<file path="config.mk">
export PLATFORM = sky130hd
export DESIGN_NAME = rom_stream_reader
export DESIGN_NICKNAME = d
export VERILOG_FILES = /design/src/rtl/rom_stream_pkg.sv /design/src/rtl/rom_stream_reader_out_reg.sv /design/src/rtl/rom_stream_reader.sv
export SDC_FILE = /design/constraint.sdc
export NUM_CORES = 1
export LEC_CHECK = 0
export CAP_MARGIN = 20
export CORE_MARGIN = 2
export CORE_UTILIZATION = 26
export DETAILED_ROUTE_END_ITERATION = 7
export GPL_TIMING_DRIVEN = 0
export PLACE_DENSITY_LB_ADDON = 0.2
export SETUP_SLACK_MARGIN = 0.1
export SLEW_MARGIN = 20
export SYNTH_ARGS = -nofsm -noshare
export SYNTH_HDL_FRONTEND = slang
export SYNTH_SLANG_ARGS = --single-unit
</file>
<file path="constraint.sdc">
create_clock -name clk -period 2.6 [get_ports clk]
set_clock_uncertainty 0.1 [all_clocks]
set_input_delay 0.78 -clock clk [delete_from_list [all_inputs] [get_ports clk]]
set_output_delay 0.78 -clock clk [all_outputs]
set_load 0.01 [all_outputs]
</file>
<file path="src/rtl/rom_stream_pkg.sv">
// Shared types and default widths for the ROM stream reader.
// Optional checksum output: define ROM_STREAM_CHECKSUM_EN.
package rom_stream_pkg;

    localparam int ADDR_W = 8;
    localparam int DATA_W = 8;
    localparam int LEN_W = 9;
    localparam int ROM_DEPTH = 1 << ADDR_W;

    typedef enum logic [1:0] {
        IDLE,
        READ,
        DRAIN
    } state_t;

endpackage

</file>
<file path="src/rtl/rom_stream_reader_out_reg.sv">
// Single-entry valid/ready output register carrying data and last.
// free tells the sequencer a new beat can be loaded this cycle.
module rom_stream_out_reg #(
    parameter int DATA_W = 8
) (
    input  logic              clk,
    input  logic              reset,
    input  logic              load,
    input  logic [DATA_W-1:0] in_data,
    input  logic              in_last,
    output logic              free,
    output logic [DATA_W-1:0] out_data,
    output logic              out_valid,
    output logic              out_last,
    input  logic              out_ready
);

    assign free = !out_valid || out_ready;

    always_ff @(posedge clk) begin
        if (reset) begin
            out_data  <= '0;
            out_valid <= 1'b0;
            out_last  <= 1'b0;
        end else if (load) begin
            out_data  <= in_data;
            out_valid <= 1'b1;
            out_last  <= in_last;
        end else if (out_ready) begin
            out_valid <= 1'b0;
            out_last  <= 1'b0;
        end
    end

endmodule

</file>
<file path="src/rtl/rom_stream_reader.sv">
// Burst sequencer reading a combinational ROM into a valid/ready byte stream.
// Optional checksum port: define ROM_STREAM_CHECKSUM_EN.
module rom_stream_reader #(
    parameter int ADDR_W = rom_stream_pkg::ADDR_W,
    parameter int DATA_W = rom_stream_pkg::DATA_W,
    parameter int LEN_W  = rom_stream_pkg::LEN_W
) (
    input  logic              clk,
    input  logic              reset,
    input  logic              start,
    input  logic [ADDR_W-1:0] base_addr,
    input  logic [LEN_W-1:0]  length,
    output logic              busy,
    output logic              done,
    output logic [ADDR_W-1:0] rom_address,
    output logic              rom_ce,
    output logic              rom_read_en,
    input  logic [DATA_W-1:0] rom_data,
    output logic [DATA_W-1:0] out_data,
    output logic              out_valid,
    input  logic              out_ready,
    output logic              out_last
`ifdef ROM_STREAM_CHECKSUM_EN
    ,
    output logic [DATA_W-1:0] checksum
`endif
);
    import rom_stream_pkg::*;

    localparam int unsigned DEPTH = 1 << ADDR_W;

    state_t            state_q, state_d;
    logic [ADDR_W-1:0] addr_q, addr_d;
    logic [LEN_W-1:0]  rem_q, rem_d;
    logic              done_q, done_d;
    logic [LEN_W-1:0]  len_clamp;
    logic              issue;
    logic              free;
    logic              last_in;

    assign len_clamp = (length > LEN_W'(DEPTH)) ? LEN_W'(DEPTH) : length;
    assign last_in   = (rem_q == LEN_W'(1));

    always_comb begin
        state_d = state_q;
        addr_d  = addr_q;
        rem_d   = rem_q;
        done_d  = 1'b0;
        issue   = 1'b0;
        unique case (state_q)
            IDLE: begin
                if (start) begin
                    addr_d = base_addr;
                    rem_d  = len_clamp;
                    if (len_clamp == '0) done_d = 1'b1;
                    else state_d = READ;
                end
            end
            READ: begin
                if (free) begin
                    issue  = 1'b1;
                    addr_d = addr_q + ADDR_W'(1);
                    rem_d  = rem_q - LEN_W'(1);
                    if (last_in) state_d = DRAIN;
                end
            end
            DRAIN: begin
                // The last beat is the only one left in the output register.
                if (out_valid && out_ready && out_last) begin
                    state_d = IDLE;
                    done_d  = 1'b1;
                end
            end
            default: state_d = IDLE;
        endcase
    end

    always_ff @(posedge clk) begin
        if (reset) begin
            state_q <= IDLE;
            addr_q  <= '0;
            rem_q   <= '0;
            done_q  <= 1'b0;
        end else begin
            state_q <= state_d;
            addr_q  <= addr_d;
            rem_q   <= rem_d;
            done_q  <= done_d;
        end
    end

    assign busy        = (state_q != IDLE);
    assign done        = done_q;
    assign rom_address = addr_q;
    assign rom_ce      = issue;
    assign rom_read_en = issue;

    rom_stream_out_reg #(
        .DATA_W(DATA_W)
    ) u_out_reg (
        .clk      (clk),
        .reset    (reset),
        .load     (issue),
        .in_data  (rom_data),
        .in_last  (last_in),
        .free     (free),
        .out_data (out_data),
        .out_valid(out_valid),
        .out_last (out_last),
        .out_ready(out_ready)
    );

`ifdef ROM_STREAM_CHECKSUM_EN
    always_ff @(posedge clk) begin
        if (reset) begin
            checksum <= '0;
        end else if (state_q == IDLE && start) begin
            checksum <= '0;
        end else if (out_valid && out_ready) begin
            checksum <= checksum + out_data;
        end
    end
`endif

endmodule

</file>
# Word level (Yosys, flattened, before mapping)
# Index checks and enable logic that the tools add are counted.
[classes] n_reduce_logical=11 eq_ne=8 add_sub_neg=2 order_cmp=1 muxes=22
[op_table] op="$mux 9" count=3
[op_table] op="$pmux 9 s2" count=1
[op_table] op="$mux 8" count=2
[op_table] op="$pmux 8 s2" count=1
[op_table] op="$mux 2" count=5
[op_table] op="$eq 9x1->1 const B" count=1
[op_table] op="$gt 9x9->1 const B" count=1
[op_table] op="$logic_not 9->1" count=1
[op_table] op="$sub 9x1->9 const B" count=1
[op_table] op="$add 8x1->8 const B" count=1
[op_table] op="$mux 1" count=8
[op_table] op="$ne 2x2->1 const B" count=4
[op_table] op="$pmux 2 s3" count=1
[op_table] op="$reduce_bool 2->1" count=3
[op_table] op="$reduce_and 5->1" count=1
[op_table] op="$reduce_and 3->1" count=1
[op_table] op="$eq 2x1->1 const B" count=1
[op_table] op="$eq 2x2->1 const B" count=1
[op_table] op="$logic_and 1x1->1" count=2
[op_table] op="$logic_not 2->1" count=1
[op_table] op="$ne 2x1->1 const B" count=1
[op_table] op="$pmux 1 s2" count=1
[op_table] op="$logic_not 1->1" count=1
[op_table] op="$logic_or 1x1->1" count=1
[word_totals] regBits=30 out_inout_bits=22 inputBits=29 elab_cells=51

# Longest topological paths before layout
# Gate-level depths: netlist (run 1).
[logic_depth] ltp_word=6 mapped_depth=7 ltp_nobuf=6

# Cells and area by module
# From an unflattened synthesis (run 1), not the netlist that was laid out.
[hier_totals] cells_unflattened=204 area_unflattened_um2=1666.6
[modules_own_cells] module="rom_stream_reader" area_each_um2=1312.5 instances=1 cells_each=170 seq_area_each_um2=400.4
[modules_own_cells] module="rom_stream_out_reg" area_each_um2=354.1 instances=1 cells_each=34 seq_area_each_um2=200.2

# Worst setup path before layout (run 1)
# OpenSTA, ideal clock, no wires.
[synth_path] path_kind="input to output" startpoint="input out_ready" endpoint="output rom_read_en" arrival_ns=1.624 path_buffers=2 t_required_ns=1.720 slack_ns=0.096 path_stages=5 cell_sequence="nand2b_1 > nand2_1 > buf_2 > clkinv_1 > buf_4"
[synth_between] elab_chain_len=3
[synth_lines] item="from (decl)" line="rom_stream_reader.sv:21" rtl="input logic out_ready,"
[synth_lines] item="$logic_or 1x1->1" line="rom_stream_reader_out_reg.sv:18" rtl="assign free = !out_valid || out_ready;"
[synth_lines] item="$mux 1" line="rom_stream_reader.sv:60" rtl="if (free) begin"
[synth_lines] item="$mux 1" line="rom_stream_reader.sv:50" rtl="unique case (state_q)"
[synth_lines] item="to (decl)" line="rom_stream_reader.sv:17" rtl="output logic rom_read_en,"
# No other way between the ends.

# Worst setup path after layout (run 1)
[layout_path] startpoint="register state_q[1]" endpoint="output busy"
[layout_between] elab_chain_len=1
[layout_lines] item="from (decl)" line="rom_stream_reader.sv:32" rtl="state_t state_q, state_d;"
[layout_lines] item="from (signal assigned)" line="rom_stream_reader.sv:85" rtl="state_q <= state_d;"
[layout_lines] item="$reduce_bool 2->1" line="rom_stream_reader.sv:92" rtl="assign busy = (state_q != IDLE);"
[layout_lines] item="to (decl)" line="rom_stream_reader.sv:13" rtl="output logic busy,"
# No other way between the ends.

==> reports/summary.txt, run 1 <==
Outcome -> finished, final reports clean
Hold Buf Count CTS -> 0
Global-route wire length before repair -> 7362 um
Placed insts -> 326
Setup Viol. Count Final -> 0
Via/cell ratio -> 5.000
Post-Place Worst Slack -> -860.6 ps
Clk sinks -> 30
Starting density of the core -> 0.2683
H-tree depth -> 2
GR Overflow Total -> 0
Non-filler cells, final -> 336
Clock-pin slew on the worst setup and hold paths -> 60 ps
Min-delay worst type -> register to register
RSZ-0062 raised after global routing -> true
Critical Path AT -> 1560 ps
Max VDD drop -> 0.1836 mV
Dpl cell area -> 2165 um^2
Post-synthesis cell area -> 1579 um^2
Maximum clock insertion buffer count -> 2
Nets@finish -> 292
Max incr delay on CP -> 480 ps
Largest net degree at the start of global routing -> 11
Worst Hold Slack -> 353.0 ps
First-pass detailed-route iteration total -> 4
Vias in the first global route -> 1496
Rows -> 28
Worst-margin pin slew -> 796.8 ps
Die X -> 81.93 um
Yosys reg bits -> 30
Core area -> 5886 um^2
Final instance area -> 2315 um^2
R2r setup slk -> 580 ps
PnR worst setup slack -> 155.0 ps
Minimum clock period -> 2445 ps
Post-Syn Nets -> 234
Number of port buffers -> 49
Layout area overhead -> 46.59%
Number of DRC markers in iteration 0 -> 96
Syn Area/Cell -> 7.817 um^2
CP Launch Type -> register
Max-slew violation count -> 0
# DRC -> 0
GP Congestion -> 0.7988
Slew Limit Headroom -> 0.4676
Die ar. -> 6713 um^2
Critical-path maximum fanout -> 10
Worst Setup SP -> state_q[1]$_SDFFE_PP0P_
Initial antenna violation count -> 0
Synth cell types -> 36
Dpl hpwl -> 3397 um
Slowest stage cell, crit path -> clkdlybuf4s50_1
Routed via count -> 1680
CP Capture Type -> output port
Clk_lat worst skew -> 280 ps
Fin crit share -> 0.9404
FMAX -> 409.0 MHz
WL final -> 4647 um
Total track usage -> 0.1437
Synthesis Warnings -> 0
Largest delay contributor family on the critical path -> buffers and inverters
Hold_sp -> u_out_reg.out_data[4]$_SDFFE_PP0P_
Root Driver -> clkbuf_8
N_diodes -> 0
CP bufs+invs -> 3
Critical Path, Cell by Cell -> clkbuf_2 > nor2_1 > inv_1 > clkdlybuf4s50_1
PD cells -> 652.7 nW/um^2
ANT nets after route -> 0
Die height -> 81.93 um
CTS Buf Count -> 5
Drt wl/cell -> 13.83 um
RR Startpoint -> rem_q[0]$_SDFFE_PP0P_
Share of cells above drive strength 1 -> 0.09962
Setup CP Type -> register to output port
Cells after synthesis -> 202
Seq/Total Area, Yosys -> 0.3803
Required time of the critical path -> 1720 ps
# IOs -> 51
Max-cap violations -> 0
Final hold vios -> 0
TritonCTS clock tree -> built
Leak pwr -> 0.0007956 uW
## synthesized netlist by cell type
| cell | number | share of area |
|---|---|---|
| nor3_1 | 1 | 0.0032 |
| nand2_1 | 29 | 0.069 |
| a221o_1 | 1 | 0.0063 |
| ha_1 | 3 | 0.024 |
| nor2b_1 | 5 | 0.020 |
| a31oi_1 | 3 | 0.012 |
| o22ai_1 | 2 | 0.0079 |
| a211oi_1 | 8 | 0.038 |
| inv_1 | 5 | 0.012 |
| nand4_1 | 2 | 0.0079 |
| a2bb2oi_1 | 1 | 0.0055 |
| mux2i_1 | 1 | 0.0063 |
| nor3b_1 | 9 | 0.043 |
| a21oi_1 | 24 | 0.076 |
| o21a_1 | 1 | 0.0048 |
| nand3_1 | 5 | 0.016 |
| o32ai_1 | 1 | 0.0055 |
| dfxtp_1 | 30 | 0.38 |
| a311oi_1 | 3 | 0.017 |
| o21ai_0 | 15 | 0.048 |
| nor4_1 | 6 | 0.024 |
| or3_4 | 3 | 0.021 |
| clkbuf_1 | 12 | 0.029 |
| clkinv_1 | 1 | 0.0024 |
| a211o_1 | 1 | 0.0055 |
| or4b_2 | 1 | 0.0063 |
| or3_1 | 1 | 0.0040 |
| o31a_1 | 1 | 0.0055 |
| nand3b_1 | 3 | 0.014 |
| nor2_1 | 9 | 0.021 |
| o31ai_1 | 4 | 0.019 |
| nand2b_1 | 6 | 0.024 |
| buf_4 | 1 | 0.0048 |
| or4_1 | 2 | 0.0095 |
| buf_2 | 1 | 0.0032 |
| a21oi_2 | 1 | 0.0055 |
## path summary, 6_finish.rpt
kind / endpoint / depth (start not counted)
worst max register to register: rem_q[6]$_SDFFE_PP0P_ / 6
worst max-delay path: busy / 4
worst min register to register: u_out_reg.out_data[4]$_SDFFE_PP0P_ / 2
worst min-delay path: u_out_reg.out_data[4]$_SDFFE_PP0P_ / 2
## logic make-up (layout without fill, tap and decap cells)
kind of cell | Yosys count | after routing | synth area share
flops | 30 | 30 | 0.3804
compound gates | 66 | 66 | 0.2560
buf+inv | 20 | 79 | 0.05071
mux | 1 | 1 | 0.006339
simple gates | 82 | 82 | 0.2829
fa+ha+maj | 3 | 3 | 0.02377
## state kept, by name, summed over array words and instances, names as in the netlist
| name | flops |
|---|---|
| rem_q | 9 |
| u_out_reg.out_last | 1 |
| state_q | 2 |
| rom_address | 8 |
| u_out_reg.out_data | 8 |
| u_out_reg.out_valid | 1 |
| done | 1 |
## power breakdown
part | switching (uW) | total, uW | internal, uW
sequential | 59.9 | 582 | 522
clock | 174 | 387 | 213
combinational | 276 | 542 | 266
## stage by stage
stage,utilization,power [uW],TNS [ps]
2_1_floorplan,-,885.6,0
3_3_place_gp,0.3678,1105,-2487
5_1_grt,0.3933,1609,0
4_1_cts,0.3905,1519,0
3_5_place_dp,0.3678,1107,-2574
6_report,0.3933,1511,0
## cell usage in the layout, fill, tap and decap left out, types with 3 or more instances in the layout
cell             instances
clkbuf_8                 7
nor2b_1                  4
ha_1                     3
o31ai_1                  4
buf_4                    3
a311oi_1                 3
clkbuf_1                11
nor4_1                   5
nor2_1                   9
a31oi_1                  3
nand2b_1                 5
nand3b_1                 3
clkdlybuf4s50_1         46
nand3_1                  5
a21oi_1                 24
or3_4                    3
nand2_1                 28
nor3b_1                  9
a211oi_1                 8
inv_1                    5
o21ai_0                 15
dfxtp_1                 29
## final cells by class
type	instances	area [um^2]
well taps	75	93.84
fillers	625	3571
clock inverters	1	5.005
inverters	6	35.03
clock buffers	7	86.33
repair buffers	51	495.5
plain buffers	14	75.07
multi-input cells	152	922.1
flip-flops and latches	30	601.8
## worst reg2reg max path: cells and delay by family (launching register included)
family                     cells  cell delay, ps
AOI/OAI and AO/OA              3             510
buffers and inverters          1             100
and+or+nand+nor                1             670
adders and majority gates      1             180
DFF                            1             330
## what timing repair did
| action | 4_1_cts | 5_1_grt |
|---|---|---|
| resized for setup | 21 | 3 |
| setup endpoints to repair | 3 | 4 |
| buffers inserted | 1 | 1 |
## metal layers
layer  vias to the layer above  wire, um  track usage
met5                         -         0            0
met4                         0        83      0.05167
met3                         6       295      0.03846
met2                        49      2064       0.2252
met1                       775      2204       0.1888
li1                        850         -            -
Note: power is estimated with default switching activity, not from simulation.
==> run 2: changes to the inputs <==
--- a/config.mk
+++ b/config.mk
@@ -6,7 +6,7 @@
 export NUM_CORES = 1
 export LEC_CHECK = 0
 export CAP_MARGIN = 20
-export CORE_MARGIN = 2
+export CORE_MARGIN = 10
 export CORE_UTILIZATION = 26
 export DETAILED_ROUTE_END_ITERATION = 7
 export GPL_TIMING_DRIVEN = 0
==> constraint.sdc (replaced) <==
create_clock -name clk -period 2.6 [get_ports clk]
set_clock_uncertainty 0.1 [all_clocks]
set_input_delay 0.78 -clock clk [delete_from_list [all_inputs] [get_ports clk]]
set_output_delay 0.78 -clock clk [all_outputs]
set_load 0.05 [all_outputs]
==> reports/summary.txt, run 2 (synthesized netlist as in run 1, its figures left out) <==
Outcome -> finished, final reports clean
Max incr delay on CP -> 150 ps (-330 ps)
First-pass detailed-route iteration total -> 4 (unchanged)
Hold path depth -> 2 (unchanged)
Commonest cells after routing, fill and taps aside -> clkdlybuf4s50_1 (42), dfxtp_1 (30), nand2_1 (28)
# DRC -> 0 (unchanged)
Number of flip-flops in the largest register -> 9 (unchanged)
Number of DRC markers in iteration 0 -> 146 (+52%)
Global-route wire length before repair -> 8452 um (+15%)
GP Congestion -> 0.8100 (+1.4%)
Post-Place Worst Slack -> -1038 ps (-177.3 ps)
Max-cap violations -> 0 (unchanged)
Starting density of the core -> 0.2667 (-0.001587)
Layout area overhead -> 47.39%
Largest net degree at the start of global routing -> 11 (unchanged)
Worst Setup SP -> out_ready
FMAX -> 405.3 MHz (-0.90%)
Total track usage -> 0.1054 (-0.03832)
Drt wl/cell -> 15.57 um (+13%)
Required time of the critical path -> 1720 ps (about the same)
Vias in the first global route -> 1670 (+12%)
Maximum clock insertion buffer count -> 2 (unchanged)
Max VDD drop -> 0.3425 mV (+87%)
Die X -> 97.93 um (+20%)
Rows -> 28 (unchanged)
Total power -> 1658 uW (+9.8%)
Min-delay worst type -> register to register
Setup CP Type -> input port to output port
Logic gate share of total power -> 0.415 (+0.056)
R2r worst-path depth -> 6 (unchanged)
Worst-margin pin slew -> 761.8 ps (-35.02 ps)
Routed via count -> 1700 (+1.2%)
Clock-pin slew on the worst setup and hold paths -> 60 ps (about the same)
PnR worst setup slack -> 132.9 ps (-22.15 ps)
CTS Buf Count -> 5 (unchanged)
CP Launch Type -> input port
Clk_lat worst skew -> 280 ps (about the same)
Share of cells above drive strength 1 -> 0.1073 (+0.007663)
Dpl hpwl -> 3838 um (+13%)
PD cells -> 712.6 nW/um^2 (+9.2%)
RSZ-0062 raised after global routing -> false
Critical Path AT -> 1590 ps (+30 ps)
Setup Viol. Count Final -> 0 (unchanged)
Largest delay contributor family on the critical path -> buffers and inverters
# IOs -> 51 (unchanged)
TritonCTS clock tree -> built
Slowest stage cell, crit path -> nand2b_4
Minimum clock period -> 2467 ps (+22.15 ps)
Largest Register -> rem_q
P_int -> 1002 uW (+0.10%)
R2r setup slk -> 600 ps (+20 ps)
RR Endpoint -> rem_q[8]$_SDFFE_PP0P_
Clock share of power -> 0.235 (-0.021)
Critical-path maximum fanout -> 10 (unchanged)
Non-filler cells, final -> 336 (unchanged)
Hold_sp -> u_out_reg.out_data[7]$_SDFFE_PP0P_
Placed insts -> 326 (unchanged)
Leak pwr -> 0.0008453 uW (+6.2%)
ANT nets after route -> 0 (unchanged)
Slew Limit Headroom -> 0.4910 (+0.02340)
RR Startpoint -> rem_q[0]$_SDFFE_PP0P_
Flop pwr share -> 0.351 (-0.034)
WL final -> 5231 um (+13%)
CP Depth -> 7 (+3)
Die height -> 97.93 um (+20%)
Most common cell after layout, fill and taps aside -> clkdlybuf4s50_1
N_diodes -> 0 (unchanged)
Clk sinks -> 30 (unchanged)
GR Overflow Total -> 0 (unchanged)
Core area -> 5921 um^2 (+0.60%)
H-tree depth -> 2 (unchanged)
Number of port buffers -> 49 (unchanged)
Fin crit share -> 0.9489 (+0.008519)
Hold worst-path end -> u_out_reg.out_data[7]$_SDFFE_PP0P_
Max-slew violation count -> 0 (unchanged)
Critical Path, Cell by Cell -> buf_2 > nand2b_4 > nand2_4 > buf_6 > clkinv_8 > buf_4 > buf_8
Final hold vios -> 0 (unchanged)
Nets@finish -> 292 (unchanged)
Die ar. -> 9590 um^2 (+43%)
Root Driver -> clkbuf_8
Switch Pwr -> 656.1 uW (+29%)
Sw Share -> 0.3956 (+0.05835)
CP Capture Type -> output port
Initial antenna violation count -> 0 (unchanged)
Via/cell ratio -> 5.060 (+1.2%)
CP bufs+invs -> 5 (+2)
[run 2: worst max-delay path by stage]
stage                     slack, ps             end
after floorplan                 110     rom_read_en
after global placement        -1050     rom_read_en
after detailed placement      -1040     rom_read_en
after CTS                       120  rom_address[3]
after global routing            100     rom_read_en
final                           130     rom_read_en
[run 2: timing repair]
item                                    4_1_cts  5_1_grt
gates resized for setup                      30        7
endpoints found under the setup margin        3        7
hold buffers                                  0        0
endpoints found under the hold margin         0        0
setup buffers                                 1        1
[run 2: stage by stage]
step | util | setup TNS [ps] | hold slack, ps | instance area [um^2]
detailed placement | 0.3662 | -2770 | 349.1 | 2168
global route | 0.3931 | 0 | 380.3 | 2327
finish | 0.3931 | 0 | 355.1 | 2327
global placement | 0.3662 | -2906 | 343.0 | 2168
floorplan | - | 0 | 358.9 | 1584
CTS | 0.3884 | 0 | 358.4 | 2300
[run 2: power by group through the flow]
stage / clock, uW / combinational (uW) / sequential [uW]
final: 389 / 688 / 582
after global routing: 426 / 742 / 591
after CTS: 401 / 682 / 580
after detailed placement: 0 / 659 / 589
after global placement: 0 / 658 / 587
after floorplan: 0 / 321 / 700
[run 2: area by class of cell]
cell class	instances	area, um^2
multi-input combinational	152	927.1
sequential	30	600.6
fill	625	3593
clock buffer	7	86.33
tap	75	93.84
buffer	14	67.56
timing repair buffer	51	511.7
clock inverter	1	5.005
inverter	6	35.03
[run 2: layer usage]
layer | up-vias | track usage | part of all wire
met5 | - | 0 | 0
met4 | 0 | 0.03356 | 0.013
met3 | 5 | 0.03383 | 0.062
met2 | 53 | 0.1670 | 0.43
met1 | 789 | 0.1316 | 0.49
li1 | 853 | - | -
[run 2: worst reg2reg max path: stages (launching register included)]
cell and delay, ps:
dfxtp_1 340, inv_1 100, ha_1 190, nor3b_1 650, nand2_1 120, a2bb2oi_1 160, o31ai_1 250
